### config.mk
export PLATFORM = sky130hd
export DESIGN_NAME = body_pair_scheduler
export DESIGN_NICKNAME = d
export VERILOG_FILES = /design/src/rtl/nbody_pkg.sv /design/src/rtl/tag_delay_line.sv /design/src/rtl/body_pair_scheduler.sv
export SDC_FILE = /design/constraint.sdc
export NUM_CORES = 2
export LEC_CHECK = 0
export CAP_MARGIN = 5
export CORE_MARGIN = 1
export CORE_UTILIZATION = 60
export DETAILED_ROUTE_END_ITERATION = 10
export GPL_TIMING_DRIVEN = 1
export MAX_ROUTING_LAYER = met4
export PLACE_DENSITY_LB_ADDON = 0.12
export SLEW_MARGIN = 10
export SYNTH_ARGS = -nofsm -noshare
export SYNTH_HDL_FRONTEND = slang
export SYNTH_HIERARCHICAL = 1
export SYNTH_SLANG_ARGS = --single-unit
### constraint.sdc
create_clock -name clk -period 105.3 [get_ports clk]
set_input_delay 10.53 -clock clk [delete_from_list [all_inputs] [get_ports clk]]
set_output_delay 10.53 -clock clk [all_outputs]
set_load 0.005 [all_outputs]
### src/rtl/nbody_pkg.sv
// Shared types and defaults for the N-body pair scheduler.
//   fp64_t        : raw IEEE-754 double bit pattern
//   body_t        : one body record {x, y, m}
//   pair_tag_t    : per-cycle tag {valid, idx, last} carried alongside pairs
//   sched_state_e : scheduler FSM states
package nbody_pkg;

  localparam int unsigned IDX_W        = 10;
  localparam int unsigned PIPE_LATENCY = 122;

  typedef logic [63:0] fp64_t;

  typedef struct packed {
    fp64_t x;
    fp64_t y;
    fp64_t m;
  } body_t;

  typedef struct packed {
    logic             valid;
    logic [IDX_W-1:0] idx;
    logic             last;
  } pair_tag_t;

  typedef enum logic [2:0] {
    S_IDLE,
    S_FETCH_I,
    S_STREAM,
    S_DRAIN,
    S_FLUSH
  } sched_state_e;

endpackage

### src/rtl/tag_delay_line.sv
// Fixed-depth shift register for tag payloads.
// Ports:
//   clk, rst : clock, asynchronous active-high reset (clears every stage)
//   din      : value entering the line this cycle
//   dout     : value that entered DEPTH cycles ago (registered)
module tag_delay_line #(
  parameter type         T     = logic,
  parameter int unsigned DEPTH = 1
) (
  input  logic clk,
  input  logic rst,
  input  T     din,
  output T     dout
);

  T stages [DEPTH];

  // Plain shift; reset is the only way to clear it.
  always_ff @(posedge clk or posedge rst) begin
    if (rst) begin
      for (int k = 0; k < DEPTH; k++) stages[k] <= '0;
    end else begin
      stages[0] <= din;
      for (int k = 1; k < DEPTH; k++) stages[k] <= stages[k-1];
    end
  end

  assign dout = stages[DEPTH-1];

endmodule

### src/rtl/body_pair_scheduler.sv
// Pair scheduler feeding the pairwise gravity-acceleration pipeline.
// Walks every ordered pair (i,j), j != i, reading bodies from RAM, and emits a
// tag stream delayed by PipeLatency so it lines up with the pipeline output.
// Ports:
//   clk, rst            : clock, asynchronous active-high reset
//   start, n_bodies     : sweep request and body count (sampled in IDLE)
//   busy, done          : sweep in progress / 1-cycle completion pulse
//   rd_addr, rd_x/y/m   : body RAM read port (fixed MemLatency)
//   x1, y1              : position of body i
//   x2, y2, m2          : position and mass of body j
//   pair_valid          : x1..m2 hold a real pair this cycle
//   acc_valid/idx/last  : tag aligned with the pipeline output
// Optional macro SCHED_STATS_EN adds pair_count and sweep_cycles outputs.
module body_pair_scheduler
  import nbody_pkg::*;
#(
  parameter int unsigned IdxW        = IDX_W,
  parameter int unsigned MemLatency  = 2,
  parameter int unsigned PipeLatency = PIPE_LATENCY
) (
  input  logic            clk,
  input  logic            rst,
  input  logic            start,
  input  logic [IdxW:0]   n_bodies,
  output logic            busy,
  output logic            done,
  output logic [IdxW-1:0] rd_addr,
  input  fp64_t           rd_x,
  input  fp64_t           rd_y,
  input  fp64_t           rd_m,
  output fp64_t           x1,
  output fp64_t           y1,
  output fp64_t           x2,
  output fp64_t           y2,
  output fp64_t           m2,
  output logic            pair_valid,
  output logic            acc_valid,
  output logic [IdxW-1:0] acc_idx,
  output logic            acc_last
`ifdef SCHED_STATS_EN
  ,
  output logic [31:0]     pair_count,
  output logic [31:0]     sweep_cycles
`endif
);

  localparam int unsigned IW1       = IdxW + 1;
  localparam int unsigned CntMax    = (PipeLatency > MemLatency) ? PipeLatency : MemLatency;
  localparam int unsigned CntW      = $clog2(CntMax + 1);
  localparam logic [IdxW:0] MaxBodies = IW1'(1) << IdxW;

  sched_state_e    state;
  logic [IdxW:0]   n_q, i_q, j_q;
  logic [CntW-1:0] cnt;
  pair_tag_t       rd_tag_q, shadow_out, pair_tag_q, acc_tag;
  body_t           rd_body, pj_q;

  logic [IdxW:0] last_j_c, j_first_c, j_next_c, i_next_c, n_clamp_c;

  // Index arithmetic: first/next j skipping i, last j of the current row.
  always_comb begin
    last_j_c  = (i_q == n_q - IW1'(1)) ? n_q - IW1'(2) : n_q - IW1'(1);
    j_first_c = (i_q == '0) ? IW1'(1) : '0;
    j_next_c  = (j_q + IW1'(1) == i_q) ? j_q + IW1'(2) : j_q + IW1'(1);
    i_next_c  = i_q + IW1'(1);
    n_clamp_c = (n_bodies > MaxBodies) ? MaxBodies : n_bodies;
  end

  // Sweep control; rd_tag_q travels with rd_addr into the read shadow.
  always_ff @(posedge clk or posedge rst) begin
    if (rst) begin
      state    <= S_IDLE;
      busy     <= 1'b0;
      done     <= 1'b0;
      rd_addr  <= '0;
      x1       <= '0;
      y1       <= '0;
      n_q      <= '0;
      i_q      <= '0;
      j_q      <= '0;
      cnt      <= '0;
      rd_tag_q <= '0;
    end else begin
      done     <= 1'b0;
      rd_tag_q <= '0;
      case (state)
        S_IDLE: begin
          if (start) begin
            n_q  <= n_clamp_c;
            i_q  <= '0;
            cnt  <= '0;
            busy <= 1'b1;
            if (n_clamp_c <= IW1'(1)) begin
              state <= S_FLUSH;
            end else begin
              rd_addr <= '0;
              state   <= S_FETCH_I;
            end
          end
        end
        S_FETCH_I: begin
          if (cnt == CntW'(MemLatency)) begin
            x1       <= rd_x;
            y1       <= rd_y;
            cnt      <= '0;
            j_q      <= j_first_c;
            rd_addr  <= j_first_c[IdxW-1:0];
            rd_tag_q <= '{valid: 1'b1, idx: IDX_W'(i_q), last: (j_first_c == last_j_c)};
            state    <= S_STREAM;
          end else begin
            cnt <= cnt + CntW'(1);
          end
        end
        S_STREAM: begin
          if (rd_tag_q.last) begin
            cnt   <= '0;
            state <= S_DRAIN;
          end else begin
            j_q      <= j_next_c;
            rd_addr  <= j_next_c[IdxW-1:0];
            rd_tag_q <= '{valid: 1'b1, idx: IDX_W'(i_q), last: (j_next_c == last_j_c)};
          end
        end
        S_DRAIN: begin
          // Fixed read latency: shadow is empty MemLatency+1 cycles after the last read.
          if (cnt == CntW'(MemLatency)) begin
            cnt <= '0;
            i_q <= i_next_c;
            if (i_next_c == n_q) begin
              state <= S_FLUSH;
            end else begin
              rd_addr <= i_next_c[IdxW-1:0];
              state   <= S_FETCH_I;
            end
          end else begin
            cnt <= cnt + CntW'(1);
          end
        end
        S_FLUSH: begin
          if (cnt == CntW'(PipeLatency - 1)) begin
            cnt   <= '0;
            done  <= 1'b1;
            busy  <= 1'b0;
            state <= S_IDLE;
          end else begin
            cnt <= cnt + CntW'(1);
          end
        end
        default: state <= S_IDLE;
      endcase
    end
  end

  tag_delay_line #(.T(pair_tag_t), .DEPTH(MemLatency)) u_read_shadow (
    .clk  (clk),
    .rst  (rst),
    .din  (rd_tag_q),
    .dout (shadow_out)
  );

  assign rd_body = '{x: rd_x, y: rd_y, m: rd_m};

  // Register returning body j; bubbles hold the data and push an empty tag.
  always_ff @(posedge clk or posedge rst) begin
    if (rst) begin
      pair_tag_q <= '0;
      pj_q       <= '0;
    end else begin
      pair_tag_q <= shadow_out.valid ? shadow_out : '0;
      if (shadow_out.valid) pj_q <= rd_body;
    end
  end

  assign x2         = pj_q.x;
  assign y2         = pj_q.y;
  assign m2         = pj_q.m;
  assign pair_valid = pair_tag_q.valid;

  tag_delay_line #(.T(pair_tag_t), .DEPTH(PipeLatency)) u_tag_line (
    .clk  (clk),
    .rst  (rst),
    .din  (pair_tag_q),
    .dout (acc_tag)
  );

  assign acc_valid = acc_tag.valid;
  assign acc_idx   = IdxW'(acc_tag.idx);
  assign acc_last  = acc_tag.last;

`ifdef SCHED_STATS_EN
  // Saturating per-sweep statistics, cleared on an accepted start.
  always_ff @(posedge clk or posedge rst) begin
    if (rst) begin
      pair_count   <= '0;
      sweep_cycles <= '0;
    end else if (state == S_IDLE && start) begin
      pair_count   <= '0;
      sweep_cycles <= '0;
    end else begin
      if (pair_valid && pair_count != '1) pair_count <= pair_count + 32'd1;
      if (busy && sweep_cycles != '1) sweep_cycles <= sweep_cycles + 32'd1;
    end
  end
`endif

endmodule
# Yosys cells after proc, flatten, opt, wreduce, memory -nomap -nowiden
# Index checks and enable logic that the tools add are counted.
[classes]
add_sub_neg = 6
n_mul = 0
n_div = 0
magnitude_cmp = 2
n_eq_ne = 19
shifts = 0
mux = 39
n_bitwise = 0
reduce_logical = 16
[ops]
columns = ["operator", "n"]
rows = [
  ["2-to-1 mux 11 bit", 7],
  ["2-to-1 mux 10 bit", 6],
  ["equality test 11 bit", 4],
  ["one-hot mux 11 bit (2 select lines)", 2],
  ["one-hot mux 10 bit (4 select lines)", 1],
  ["2-to-1 mux 12 bit", 3],
  ["2-to-1 mux 7 bit", 4],
  ["one-hot mux 7 bit (4 select lines)", 1],
  ["one-hot mux 12 bit (2 select lines)", 1],
  ["adder 11 x 1 -> 11 bit (second input constant)", 2],
  ["2-to-1 mux 3 bit", 7],
  ["inequality test 2 bit (second input constant)", 8],
  ["one-hot mux 3 bit (5 select lines)", 1],
  ["AND reduction 3 bit", 4],
  ["adder 11 x 2 -> 11 bit (second input constant)", 1],
  ["equality test 1 x 11 -> 1 bit", 1],
  ["> comparator 11 bit (second input constant)", 1],
  ["<= comparator 11 x 1 -> 1 bit (second input constant)", 1],
  ["zero test 11 bit", 1],
  ["subtractor 11 x 1 -> 11 bit (second input constant)", 1],
  ["subtractor 11 x 2 -> 11 bit (second input constant)", 1],
  ["nonzero test 4 bit", 2],
  ["adder 7 x 1 -> 7 bit (second input constant)", 1],
  ["equality test 7 x 2 -> 1 bit (second input constant)", 1],
  ["12 further kinds", 20],
]
[totals]
ff_bits = 1887
latch_bits = 0
ram_bits = 0
mem_bits_ro = 0
in_bits = 206
out_inout_bits = 345
wordCells = 473
mem_count = 0

# Longest topological paths before layout
[logic_depth]
word_depth = 6
depth_mapped = 14
depth_no_buf = 12

# Hierarchy
# Netlist, hierarchy kept.
[modules_own_cells]
columns = ["mod", "instances", "cells_per_inst", "area_per_inst_um2", "seq_area_each_um2"]
rows = [
  ["tag_delay_line (u_tag_line)", 1, 1477, 36729.0, 36635.1],
  ["body_pair_scheduler", 1, 1278, 17078.9, 9984.6],
  ["tag_delay_line (u_read_shadow)", 1, 37, 694.4, 600.6],
]

# Worst setup path before layout
# No wires, ideal clock.
[synth_timing]
path_type = "input-to-reg"
from = "in n_bodies[1]"
to = "reg rd_addr[0]"
setup_ns = 0.125
t_arrival_ns = 11.815
t_required_ns = 105.175
slack_ns = 93.361
path_stages = 7
path_buffers = 0
cell_sequence = "nor4_1 > nand3_1 > nor2_1 > nand2_1 > a21oi_2 > a2111oi_4 > mux2_2"
[synth_via]
elab_chain_len = 5
[synth_lines]
columns = ["element", "line_no", "rtl"]
rows = [
  ["from (decl)", "body_pair_scheduler.sv:24", "input logic [IdxW:0] n_bodies,"],
  ["> comparator 11 bit", "body_pair_scheduler.sv:66", "n_clamp_c = (n_bodies > MaxBodies) ? MaxBodies : n_bodies;"],
  ["2-to-1 mux 11 bit *", "body_pair_scheduler.sv:66", ""],
  ["<= comparator 11 x 1 -> 1 bit *", "body_pair_scheduler.sv:93", "if (n_clamp_c <= IW1'(1)) begin"],
  ["inequality test 2 bit (no line) *", "n/a", ""],
  ["AND reduction 7 bit (no line) *", "n/a", ""],
  ["to (signal assigned)", "body_pair_scheduler.sv:107", "rd_addr <= j_first_c[IdxW-1:0];"],
  ["to (signal assigned)", "body_pair_scheduler.sv:120", "rd_addr <= j_next_c[IdxW-1:0];"],
  ["to (signal assigned)", "body_pair_scheduler.sv:132", "rd_addr <= i_next_c[IdxW-1:0];"],
  ["to (decl)", "body_pair_scheduler.sv:27", "output logic [IdxW-1:0] rd_addr,"],
]
# Mark *: on every way between the ends. The rest lies on a longest branch, timed or not.
# A chain may end at the register's enable or synchronous reset.

==> tab_implementation.tex <==
\begin{tabular}{lr}
\hline
Metric & Value \\
\hline
\multicolumn{2}{l}{\textbf{Placed design}} \\
Estimated wirelength of the detail-placed design & 72100 um \\
Placement Cell Area & slightly above 0.06 mm\^{}2 \\
Buffers on Ports & 550 \\
Routability-driven placement congestion ratio & between 0.9 and 1 \\
\multicolumn{2}{l}{\textbf{Floorplan}} \\
Top-Level Pins & roughly 550 \\
Number of placement rows & 110 \\
Starting density of the core & 0.606 \\
Die Wd & a little over 300 um \\
Die outline area & between 0.09 and 0.1 mm\^{}2 \\
Vert. Die Dim & between 300 and 400 um \\
Core area & 0.0900 mm\^{}2 \\
\multicolumn{2}{l}{\textbf{Routing}} \\
Met3 Wirelength & roughly 15000 um \\
Detailed-router iteration count before antenna repair & 6 \\
Final routed wire length divided by cell count & $\sim$31 um \\
Average via count per standard cell & approximately 5.7 \\
DRC violations left & 0 \\
Max layer used & met4 \\
Starting DRT DRC Count & 2936 \\
Overall via count from detail\_route & approximately 27000 \\
Total met2 wirelength after detailed routing & around 70000 um \\
Antenna Nets Post-Route & 0 \\
Post-route met1 wirelength & about 57000 um \\
Wire length reported by the detailed router & about 150000 um \\
\multicolumn{2}{l}{\textbf{Critical path}} \\
Class of the most critical setup path & primary input to async pin \\
Capturing element of the worst setup path & u\_tag\_line/stages[832]\$\_DFF\_PP0\_ \\
Worst setup path startpoint & rst \\
Length in cells of the worst reg-to-reg path & 11 \\
Largest fanout of any net on the critical path & a little over 200 \\
Element type at the critical path start & primary input \\
Worst Setup End Kind & async pin \\
Startpoint of the lowest-slack register-to-register path & j\_q[0]\$\_DFFE\_PP0P\_ \\
Crit path arrival time & 16.03 ns \\
CP Data Required Time & between 100 and 150 ns \\
Worst R2R Setup Slack & roughly 100 ns \\
End of the worst register-to-register path & rd\_tag\_q[0]\$\_DFF\_PP0\_ \\
\multicolumn{2}{l}{\textbf{Timing}} \\
Unrepaired setup endpoints after global routing & no \\
Least-Margin Pin Slew & approximately 1.2 ns \\
Final count of pins violating max slew & 0 \\
Ratio of final minimum period to clock period & 0.145 \\
Final hold violation count & 0 \\
Largest clock skew in the final design & about 0.10 ns \\
Min cycle time layout & between 15 and 20 ns \\
Total negative setup slack & 0 ns \\
Worst slew margin relative to its limit & 0.209 \\
Total setup violations reported at the end of the flow & 0 \\
Highest attainable clock frequency & between 0.06 and 0.07 GHz \\
\multicolumn{2}{l}{\textbf{CTS}} \\
Number of buffers inserted to repair setup after CTS & 0 \\
CTS H-tree lvls & 4 \\
CTS Buffer Depth & 3 \\
Hold buffers post-CTS & 0 \\
CTS resizes & 0 \\
Worst skew pair latency & about 0.83 ns \\
Clock-pin transition on the worst setup and hold timing paths & between 0.1 and 0.15 ns \\
Number of clock buffers inserted by TritonCTS & between 150 and 200 \\
Clock root buffer & sky130\_fd\_sc\_hd\_\_clkbuf\_16 \\
CTS Sinks & between 1500 and 2000 \\
TritonCTS clock tree & done \\
\multicolumn{2}{l}{\textbf{Global route}} \\
Vias in the first global route & between 20000 and 30000 \\
Largest net degree at the start of global routing & between 200 and 250 \\
Overflow after GRT & 0 \\
Initial antenna violation count & 25 \\
Wire length of the first global-routing pass & a little over 200000 um \\
Global routing usage summed across all routing layers & 0.325 \\
\multicolumn{2}{l}{\textbf{Synth}} \\
Post-synthesis average cell area & a little under 20 um\^{}2 \\
Syn. warnings & 6 \\
Post-synthesis sequential element count & approximately 1900 \\
Net count of the mapped netlist & 3008 \\
Fraction of registers with async set or reset after synthesis & 1.00 \\
Most common flop cell mapped by yosys & sky130\_fd\_sc\_hd\_\_dfrtp\_1 \\
Post-synth EDFFs & 0 \\
Number of distinct library cells after synthesis & 67 \\
Number of cells produced by synthesis & 2792 \\
Sequential-to-total area share from yosys stat & 0.866 \\
Synthesized cell area & between 0.05 and 0.06 mm\^{}2 \\
\multicolumn{2}{l}{\textbf{Layout}} \\
Summed area of non-filler cells in the final layout & 0.0673 mm\^{}2 \\
Nets & roughly 3700 \\
Core occupancy in the finished layout & 0.748 \\
Share of post-route cells with drive strength above 1 & 0.183 \\
Post-synthesis to final-layout area growth & 23.5\% \\
\multicolumn{2}{l}{\textbf{Pwr}} \\
Cell leakage power & around 0.033 uW \\
Worst supply voltage drop on vdd & around 0.000017 V \\
Power density of the placed cells & between 20 and 30 mW/mm\^{}2 \\
\multicolumn{2}{l}{\textbf{Run status}} \\
Run status & completed \\
\multicolumn{2}{l}{\textbf{Min path}} \\
Worst hold-check path type & register to register \\
\multicolumn{2}{l}{\textbf{Flow run}} \\
Max-capacitance violation count & 0 \\
\hline
\end{tabular}
final cells by class:
class	instances	area [um^2]
inverters	17	78.8
fillers	4638	22700
repair buffers	570	5720
flip-flops and latches	1887	47200
diodes	43	108
clock buffers	255	5200
multi-input cells	784	6710
well taps	1176	1470
clock inverters	59	795
worst max-delay path, cell delays in order:
cell                              delay [ns]
sky130_fd_sc_hd__clkdlybuf4s50_1        0.64
sky130_fd_sc_hd__inv_8                  0.81
sky130_fd_sc_hd__buf_4                  0.94
sky130_fd_sc_hd__buf_12                 0.79
sky130_fd_sc_hd__buf_4                  1.03
sky130_fd_sc_hd__buf_4                  0.93
placed cells by master (no fill, tap or decap), types with 14 or more instances in the layout:
cell                              netlist  final
sky130_fd_sc_hd__nor2_1                38     38
sky130_fd_sc_hd__nand2_1               67     67
sky130_fd_sc_hd__inv_1                 16     14
sky130_fd_sc_hd__mux2_2               331    331
sky130_fd_sc_hd__dfrtp_1             1887   1886
sky130_fd_sc_hd__clkbuf_8               0     46
sky130_fd_sc_hd__diode_2                0     43
sky130_fd_sc_hd__o31ai_1               14     14
sky130_fd_sc_hd__xor2_1                27     27
sky130_fd_sc_hd__xnor2_1               47     47
sky130_fd_sc_hd__clkbuf_16              0    178
sky130_fd_sc_hd__nand3_1               37     37
sky130_fd_sc_hd__o21ai_0               39     39
sky130_fd_sc_hd__and2_1                20     20
sky130_fd_sc_hd__clkbuf_1              58     31
sky130_fd_sc_hd__buf_4                 24     14
sky130_fd_sc_hd__clkdlybuf4s50_1        0    550
sky130_fd_sc_hd__clkinv_2               0     30
sky130_fd_sc_hd__a21oi_1               21     21
kinds of logic after synthesis:
| group | after synthesis | synth area share |
|---|---|---|
| AND/OR/NAND/NOR | 243 | 0.0234 |
| XOR/XNOR | 76 | 0.0128 |
| flip-flops | 1887 | 0.866 |
| multiplexers | 344 | 0.0708 |
| AO/OA/AOI/OAI | 111 | 0.0136 |
| buffers and inverters | 121 | 0.0107 |
| adder cells (fa/ha/maj) | 10 | 0.00230 |
registers in the layout, indices dropped and copies added, names as in the netlist, 3 cells and up:
register              cells
n_q                      11
rd_tag_q                 12
x2                       64
u_read_shadow/stages     12
rd_addr                  10
y2                       64
m2                       64
u_read_shadow/dout       12
u_tag_line/stages      1452
cnt                       7
u_tag_line/dout          12
state                     3
y1                       64
pair_tag_q               11
j_q                      11
x1                       64
i_q                      11
Yosys cell counts, types with 3 or more instances:
cell type | instances | area, um^2
sky130_fd_sc_hd__and3_1 | 7 | 43.8
sky130_fd_sc_hd__buf_1 | 3 | 11.3
sky130_fd_sc_hd__nor4_1 | 8 | 50.1
sky130_fd_sc_hd__buf_2 | 17 | 85.1
sky130_fd_sc_hd__ha_1 | 10 | 125
sky130_fd_sc_hd__nor3_1 | 11 | 55.1
sky130_fd_sc_hd__or4_1 | 3 | 22.5
sky130_fd_sc_hd__mux2i_1 | 12 | 120
sky130_fd_sc_hd__and2_1 | 20 | 125
sky130_fd_sc_hd__clkbuf_1 | 58 | 218
sky130_fd_sc_hd__nor2_1 | 38 | 143
sky130_fd_sc_hd__dfrtp_1 | 1887 | 47200
sky130_fd_sc_hd__buf_4 | 24 | 180
sky130_fd_sc_hd__nand3_1 | 37 | 185
sky130_fd_sc_hd__nand2_1 | 67 | 251
sky130_fd_sc_hd__or3_1 | 7 | 43.8
sky130_fd_sc_hd__a21o_1 | 4 | 30.0
sky130_fd_sc_hd__xnor2_1 | 47 | 412
sky130_fd_sc_hd__nand2b_1 | 12 | 75.1
sky130_fd_sc_hd__o21ai_0 | 39 | 195
sky130_fd_sc_hd__o31ai_1 | 14 | 105
sky130_fd_sc_hd__o22ai_1 | 8 | 50.1
sky130_fd_sc_hd__nand4_1 | 8 | 50.1
sky130_fd_sc_hd__nand3b_1 | 5 | 37.5
sky130_fd_sc_hd__a21oi_1 | 21 | 105
sky130_fd_sc_hd__xor2_1 | 27 | 236
sky130_fd_sc_hd__and4_1 | 3 | 26.3
sky130_fd_sc_hd__inv_1 | 16 | 60.1
sky130_fd_sc_hd__mux2_2 | 331 | 3730
stage by stage:
step / total power (uW) / hold WS, ns / cells / setup WS (ns)
4_1_cts: 1910 / 0.323 / 4747 / 89.90
3_5_place_dp: 1220 / 0.335 / 4433 / 89.23
6_report: 1920 / 0.303 / 4791 / 90.04
2_1_floorplan: 1020 / 0.331 / 2792 / 53.48
5_1_grt: 1980 / 0.323 / 4785 / 89.08
3_3_place_gp: 1200 / 0.332 / 4433 / 89.63
metal layers:
metal,up-vias,global-route usage
li1,10500,-
met1,14600,0.416
met2,1541,0.478
met3,496,0.113
met4,0,0.135
met5,-,-
where the power goes:
part,switching (uW),internal [uW]
combinational,168,203
sequential,70.7,802
clock,305,375
total,544,1380
how the worst min path moves through the flow:
stage	from	end	slack, ns	cells after the start
5_1_grt	u_tag_line/stages[233]$_DFF_PP0_	u_tag_line/stages[221]$_DFF_PP0_	0.32	0
3_5_place_dp	u_tag_line/stages[1078]$_DFF_PP0_	u_tag_line/stages[1066]$_DFF_PP0_	0.33	0
2_1_floorplan	u_read_shadow/stages[12]$_DFF_PP0_	u_read_shadow/dout[0]$_DFF_PP0_	0.33	0
4_1_cts	u_read_shadow/stages[17]$_DFF_PP0_	u_read_shadow/dout[5]$_DFF_PP0_	0.32	0
3_3_place_gp	u_tag_line/stages[167]$_DFF_PP0_	u_tag_line/stages[155]$_DFF_PP0_	0.33	0
6_report	u_tag_line/stages[195]$_DFF_PP0_	u_tag_line/stages[183]$_DFF_PP0_	0.30	0
(Power assumes the default switching activity.)
